**src/rtl/spi_flash_responder.sv**
```systemverilog
// rtl/spi_flash_responder.sv - SPI mode-0 slave emulating a serial NOR flash (READ, READ STATUS, JEDEC ID)
// Define FAST_READ_EN to accept FAST READ (0x0B) with one dummy byte before data.
module spi_flash_responder #(
   parameter int          ADDR_W      = 24,
   parameter logic [23:0] JEDEC_ID    = 24'hEF4017,
   parameter int          SYNC_STAGES = 2
) (
   input  logic              clk,
   input  logic              rst,
   input  logic              spi_sck,
   input  logic              spi_cs_n,
   input  logic              spi_mosi,
   output logic              spi_miso,
   output logic              spi_miso_oe,
   output logic [ADDR_W-1:0] mem_addr,
   output logic              mem_rd,
   input  logic [7:0]        mem_data,
   output logic              busy,
   output logic              cmd_err
);

   localparam logic [3:0] S_IDLE    = 4'd0;
   localparam logic [3:0] S_CMD     = 4'd1;
   localparam logic [3:0] S_ADDR    = 4'd2;
   localparam logic [3:0] S_DATA    = 4'd3;
   localparam logic [3:0] S_STAT    = 4'd4;
   localparam logic [3:0] S_ID      = 4'd5;
   localparam logic [3:0] S_IGNORE  = 4'd6;
   localparam logic [3:0] S_WAIT_CS = 4'd7;
`ifdef FAST_READ_EN
   localparam logic [3:0] S_DUMMY   = 4'd8;
`endif

   logic [SYNC_STAGES-1:0] r_sck_sync;
   logic [SYNC_STAGES-1:0] r_cs_sync;
   logic [SYNC_STAGES-1:0] r_mosi_sync;
   logic                   r_sck_prev;
   logic                   r_cs_prev;
   logic [3:0]             r_state;
   logic [2:0]             r_bit_cnt;
   logic [6:0]             r_rx_sh;
   logic [7:0]             r_tx_sh;
   logic [1:0]             r_idx;
   logic [15:0]            r_addr_hi;
   logic                   r_load;
`ifdef FAST_READ_EN
   logic                   r_fast;
`endif

   logic                   w_sck_s;
   logic                   w_cs_s;
   logic                   w_mosi_s;
   logic                   w_rise;
   logic                   w_fall;
   logic                   w_cs_fall;
   logic                   w_byte_done;
   logic                   w_shifting;
   logic [7:0]             w_rx_byte;
   logic [23:0]            w_addr_full;

   // CS_N synchroniser resets as "selected" so a frame already running at reset release lands in WAIT_CS.
   always_ff @(posedge clk or negedge rst) begin
      if (!rst) begin
         r_sck_sync  <= '0;
         r_cs_sync   <= '0;
         r_mosi_sync <= '0;
         r_sck_prev  <= 1'b0;
         r_cs_prev   <= 1'b0;
      end else begin
         r_sck_sync  <= {r_sck_sync[SYNC_STAGES-2:0], spi_sck};
         r_cs_sync   <= {r_cs_sync[SYNC_STAGES-2:0], spi_cs_n};
         r_mosi_sync <= {r_mosi_sync[SYNC_STAGES-2:0], spi_mosi};
         r_sck_prev  <= w_sck_s;
         r_cs_prev   <= w_cs_s;
      end
   end

   assign w_sck_s     = r_sck_sync[SYNC_STAGES-1];
   assign w_cs_s      = r_cs_sync[SYNC_STAGES-1];
   assign w_mosi_s    = r_mosi_sync[SYNC_STAGES-1];
   assign w_rise      = w_sck_s & ~r_sck_prev;
   assign w_fall      = ~w_sck_s & r_sck_prev;
   assign w_cs_fall   = ~w_cs_s & r_cs_prev;
   assign w_rx_byte   = {r_rx_sh, w_mosi_s};
   assign w_byte_done = w_rise && (r_bit_cnt == 3'd7);
   assign w_addr_full = {r_addr_hi, w_rx_byte};
   assign w_shifting  = (r_state == S_DATA) || (r_state == S_STAT) || (r_state == S_ID);
   assign busy        = (r_state != S_IDLE) && (r_state != S_WAIT_CS);

   always_ff @(posedge clk or negedge rst) begin
      if (!rst) begin
         r_state     <= S_IDLE;
         r_bit_cnt   <= 3'd0;
         r_rx_sh     <= 7'd0;
         r_tx_sh     <= 8'h00;
         r_idx       <= 2'd0;
         r_addr_hi   <= 16'h0000;
         r_load      <= 1'b0;
`ifdef FAST_READ_EN
         r_fast      <= 1'b0;
`endif
         spi_miso    <= 1'b0;
         spi_miso_oe <= 1'b0;
         mem_addr    <= '0;
         mem_rd      <= 1'b0;
         cmd_err     <= 1'b0;
      end else begin
         mem_rd  <= 1'b0;
         cmd_err <= 1'b0;
         r_load  <= mem_rd;
         // Read data lands one clk after the strobe; capture it and post-increment.
         if (r_load) begin
            r_tx_sh  <= mem_data;
            mem_addr <= mem_addr + ADDR_W'(1);
         end
         if (w_cs_s) begin
            r_state     <= S_IDLE;
            spi_miso_oe <= 1'b0;
            r_bit_cnt   <= 3'd0;
         end else begin
            if (w_cs_fall) begin
               r_bit_cnt <= 3'd0;
            end else if (w_rise) begin
               r_bit_cnt <= r_bit_cnt + 3'd1;
               r_rx_sh   <= w_rx_byte[6:0];
            end
            if (w_fall && w_shifting) begin
               spi_miso    <= r_tx_sh[7];
               r_tx_sh     <= {r_tx_sh[6:0], 1'b0};
               spi_miso_oe <= 1'b1;
            end
            case (r_state)
               S_IDLE: r_state <= w_cs_fall ? S_CMD : S_WAIT_CS;
               S_CMD: begin
                  if (w_byte_done) begin
                     r_idx <= 2'd0;
                     case (w_rx_byte)
                        8'h03: begin
                           r_state <= S_ADDR;
`ifdef FAST_READ_EN
                           r_fast  <= 1'b0;
`endif
                        end
`ifdef FAST_READ_EN
                        8'h0B: begin
                           r_state <= S_ADDR;
                           r_fast  <= 1'b1;
                        end
`endif
                        8'h05: begin
                           r_state <= S_STAT;
                           r_tx_sh <= 8'h00;
                        end
                        8'h9F: begin
                           r_state <= S_ID;
                           r_tx_sh <= JEDEC_ID[23:16];
                           r_idx   <= 2'd1;
                        end
                        default: begin
                           r_state <= S_IGNORE;
                           cmd_err <= 1'b1;
                        end
                     endcase
                  end
               end
               S_ADDR: begin
                  if (w_byte_done) begin
                     r_addr_hi <= {r_addr_hi[7:0], w_rx_byte};
                     if (r_idx == 2'd2) begin
                        mem_addr <= ADDR_W'(w_addr_full);
`ifdef FAST_READ_EN
                        if (r_fast) begin
                           r_state <= S_DUMMY;
                        end else begin
                           mem_rd  <= 1'b1;
                           r_state <= S_DATA;
                        end
`else
                        mem_rd  <= 1'b1;
                        r_state <= S_DATA;
`endif
                     end else begin
                        r_idx <= r_idx + 2'd1;
                     end
                  end
               end
`ifdef FAST_READ_EN
               S_DUMMY: begin
                  if (w_byte_done) begin
                     mem_rd  <= 1'b1;
                     r_state <= S_DATA;
                  end
               end
`endif
               S_DATA: begin
                  if (w_byte_done) begin
                     mem_rd <= 1'b1;
                  end
               end
               S_STAT: begin
                  if (w_byte_done) begin
                     r_tx_sh <= 8'h00;
                  end
               end
               S_ID: begin
                  if (w_byte_done) begin
                     case (r_idx)
                        2'd1:    r_tx_sh <= JEDEC_ID[15:8];
                        2'd2:    r_tx_sh <= JEDEC_ID[7:0];
                        default: r_tx_sh <= 8'h00;
                     endcase
                     if (r_idx != 2'd3) begin
                        r_idx <= r_idx + 2'd1;
                     end
                  end
               end
               S_IGNORE:  r_state <= S_IGNORE;
               S_WAIT_CS: r_state <= S_WAIT_CS;
               default:   r_state <= S_IDLE;
            endcase
         end
      end
   end

endmodule

```
**config.mk**
```make
export PLATFORM = sky130hd
export DESIGN_NAME = spi_flash_responder
export DESIGN_NICKNAME = d
export VERILOG_FILES = /design/src/rtl/spi_flash_responder.sv
export SDC_FILE = /design/constraint.sdc
export NUM_CORES = 1
export LEC_CHECK = 0
export BUFFER_PORTS_ARGS = -buffer_cell sky130_fd_sc_hd__clkbuf_2
export CAP_MARGIN = 20
export CORE_AREA = 3 3 108 110
export DETAILED_ROUTE_END_ITERATION = 12
export DIE_AREA = 0 0 111 113
export PLACE_DENSITY_LB_ADDON = 0.3
export SLEW_MARGIN = 20
export SYNTH_ARGS = -nofsm -noshare
export SYNTH_HDL_FRONTEND = slang
export SYNTH_SLANG_ARGS = --single-unit
```
**constraint.sdc**
```tcl
create_clock -name clk -period 4.9 [get_ports clk]
set_input_delay 0.98 -clock clk [delete_from_list [all_inputs] [get_ports clk]]
set_output_delay 0.98 -clock clk [all_outputs]
set_load 0.01 [all_outputs]
```
==> impl_metrics.yaml <==
clocking:
  htreeDepth: 3
  hold_buffers: 0
  cts_buffers: 9
  insertion_delay_ps: 350
  cts_sinks: 76
  ctsResizeCount: 0
  root_buffer: "clkbuf_8"
  cts.clk_slew.worst_paths_ps: 80
  cts_setup_buffers: 0
  cts_tree: "yes"
  clock_path_buffers: 2
floorplanning:
  num_rows: 38
  die_area_um2: 12540
  core_um2: 10790
  die_width_um: 111
  start_util_pct: 33.82
  chipHeight_um: 113
  io_pins: 42
route:
  drc: 0
  wire_per_inst_um: 14.56
  dr_wl_met3_um: 285
  wl_met2_mm: 3.405
  top_layer: "met4"
  dr.pass1.iters: 4
  drt-total-wl_mm: 7.571
  postRouteAntennaNets: 0
  drt_iter0_markers: 200
  vias: 2600
  wl_met1_mm: 3.698
  vias_per_cell: 5.000
power_and_ir_drop:
  p_leak_nw: 1.917
  irDropWorstVdd_mv: 0.1293
  power_mw: 1.363
  power_density_nw_per_um2: 327.0
yosys:
  synthFlopType: "dfrtp_1"
  synth-edff-count: 0
  async_flop_share_pct: 100.0
  syn_inst: 339
  synth.yosys.seq_area_share_pct: 52.11
  syn-num-nets: 359
  syn_area_um2: 3650
  synth_cell_types: 49
  ys_seq_elements: 76
  ys_warn_count: 0
  avgSynthCellArea_um2: 10.77
timing:
  rsz0062_at_grt: "false"
  relSlewSlack_pct: 37.45
  finalSetupViolations: 0
  maxSlewViolCount: 0
  min_period_ps: 2560
  max_freq_mhz: 390.7
  hold_violations: 0
  tns_ps: 0
  clock_skew_ps: 11.15
  tightest_slew_ps: 938.2
  post-route-period-util_pct: 52.24
worst_setup_path:
  crit_chain: "and3_1, nor2_1, clkbuf_2"
  cp-start-kind: "register"
  critPathKind: "reg2out"
  cp_slowest_cell: "dfrtp_1"
  cp.arrival_ps: 1580
  worstPathRequired_ps: 3920
  path_max_fanout: 24
  cp-end-kind: "output pin"
  max_stage_delay_ps: 800
global_routing:
  grt_overflow: 0
  grt_pass1_vias: 2569
  antenna_found_initial: 0
  grt_use_total_pct: 12.73
  grt_pass1_wl_mm: 12.96
  grt_max_degree: 77
finish:
  nets: 395
  antenna_cells: 0
  area_delta_synth_final_pct: 14.19
  drive_above_1_share_pct: 23.16
  finalNonFillerCells: 520
place:
  portBuffers: 41
  routabilityCongestion: 0.8195
  dp_hpwl_mm: 5.195
  dp.cells: 504
job:
  drv_cap: 0
hold_path:
  hold_class: "reg2reg"
status:
  status: "completed"
## final timing paths
| path | cells past startpoint | from | slack (ps) | to |
|---|---|---|---|---|
| worst max-delay path | 3 | r_state[2] | 2340 | busy |
| worst min-delay path | 0 | r_cs_sync[0] | 350 | r_cs_sync[1] |
| worst max register to register | 5 | r_cs_sync[1] | 2410 | mem_addr[8] |
| worst min register to register | 0 | r_cs_sync[0] | 350 | r_cs_sync[1] |
| max in group asynchronous | 1 | rst | 3530 | mem_addr[9] |
| min in group asynchronous | 1 | rst | 740 | mem_addr[17] |
## kinds of logic (layout without fill, tap and decap cells)
group	after synthesis	count (layout)	synth area share [%]
AOI/OAI and AO/OA	61	61	10.01
xor gates and xnor gates	23	23	5.519
adders and majority gates	7	7	2.400
buffers and inverters	22	63	2.537
DFF	76	76	52.11
muxes	36	36	10.73
and+or+nand+nor	114	114	16.70
## stage by stage
step                utilization (%)  setup WS, ps  area (µm²)  hold WS, ps
finish                        38.62          2340        4168        350.5
global route                  38.62          2173        4168        360.7
CTS                           38.62          2327        4168        353.6
detailed placement            36.75          2432        3966        336.2
global placement              36.75          2479        3966        337.1
floorplan                         -          2677        3650        331.2
## state kept, by name, indices dropped and copies added (netlist names)
name / count
r_rx_sh: 7
mem_rd: 1
r_sck_sync: 2
r_load: 1
r_bit_cnt: 3
r_cs_prev: 1
mem_addr: 24
r_idx: 2
r_sck_prev: 1
r_tx_sh: 8
spi_miso: 1
spi_miso_oe: 1
r_cs_sync: 2
cmd_err: 1
r_mosi_sync: 2
r_addr_hi: 16
r_state: 3
## cell type report
| type | count | area (µm²) |
|---|---|---|
| tap | 140 | 175.2 |
| inverter | 5 | 18.77 |
| timing repair buffer | 42 | 215.2 |
| fill | 1050 | 6625 |
| sequential | 76 | 1902 |
| clock buffer | 11 | 141.4 |
| multi-input combinational | 241 | 1655 |
| clock inverter | 5 | 60.06 |
## critical path, delay by kind of cell (launching register included)
| family | cells | cell delay (ps) |
|---|---|---|
| flops | 1 | 800 |
| simple gates | 2 | 310 |
| buf+inv | 1 | 120 |
## cells in the mapped netlist, types with 8 or more instances
cell type | instances | area (µm²)
mux2i_1 | 11 | 110.1
nand2_1 | 20 | 75.07
nor3_1 | 9 | 45.04
nand4_1 | 8 | 50.05
dfrtp_1 | 76 | 1902
nor2_1 | 39 | 146.4
xnor2_1 | 11 | 96.34
mux2_2 | 24 | 270.3
a21oi_1 | 34 | 170.2
xor2_1 | 12 | 105.1
buf_2 | 8 | 40.04
## power by group
group          switching, mW  internal, mW
registers             0.0623         0.683
logic                 0.0660        0.0680
clock network          0.232         0.251
## placed cells by master (no fill, tap or decap), types with 3 or more instances in the layout
cell,count
and4_1,4
xnor2_1,11
dfrtp_1,76
a21oi_1,34
or3_1,3
inv_1,5
o21ai_0,3
clkbuf_2,40
nand2b_1,7
nand3_1,4
mux2i_1,11
and3_1,4
xor2_1,12
nand2_1,20
mux2_2,24
o31ai_1,3
nor3_1,9
nor2_1,39
nand4_1,8
o22ai_1,3
clkbuf_8,10
o21ai_1,3
ha_1,7
## metal layers
layer	vias up	GRT usage (%)
met4	0	6.404
li1	1278	-
met2	48	18.24
met3	13	2.941
met5	-	0
met1	1261	18.08
Note: power is estimated with default switching activity, not from simulation.
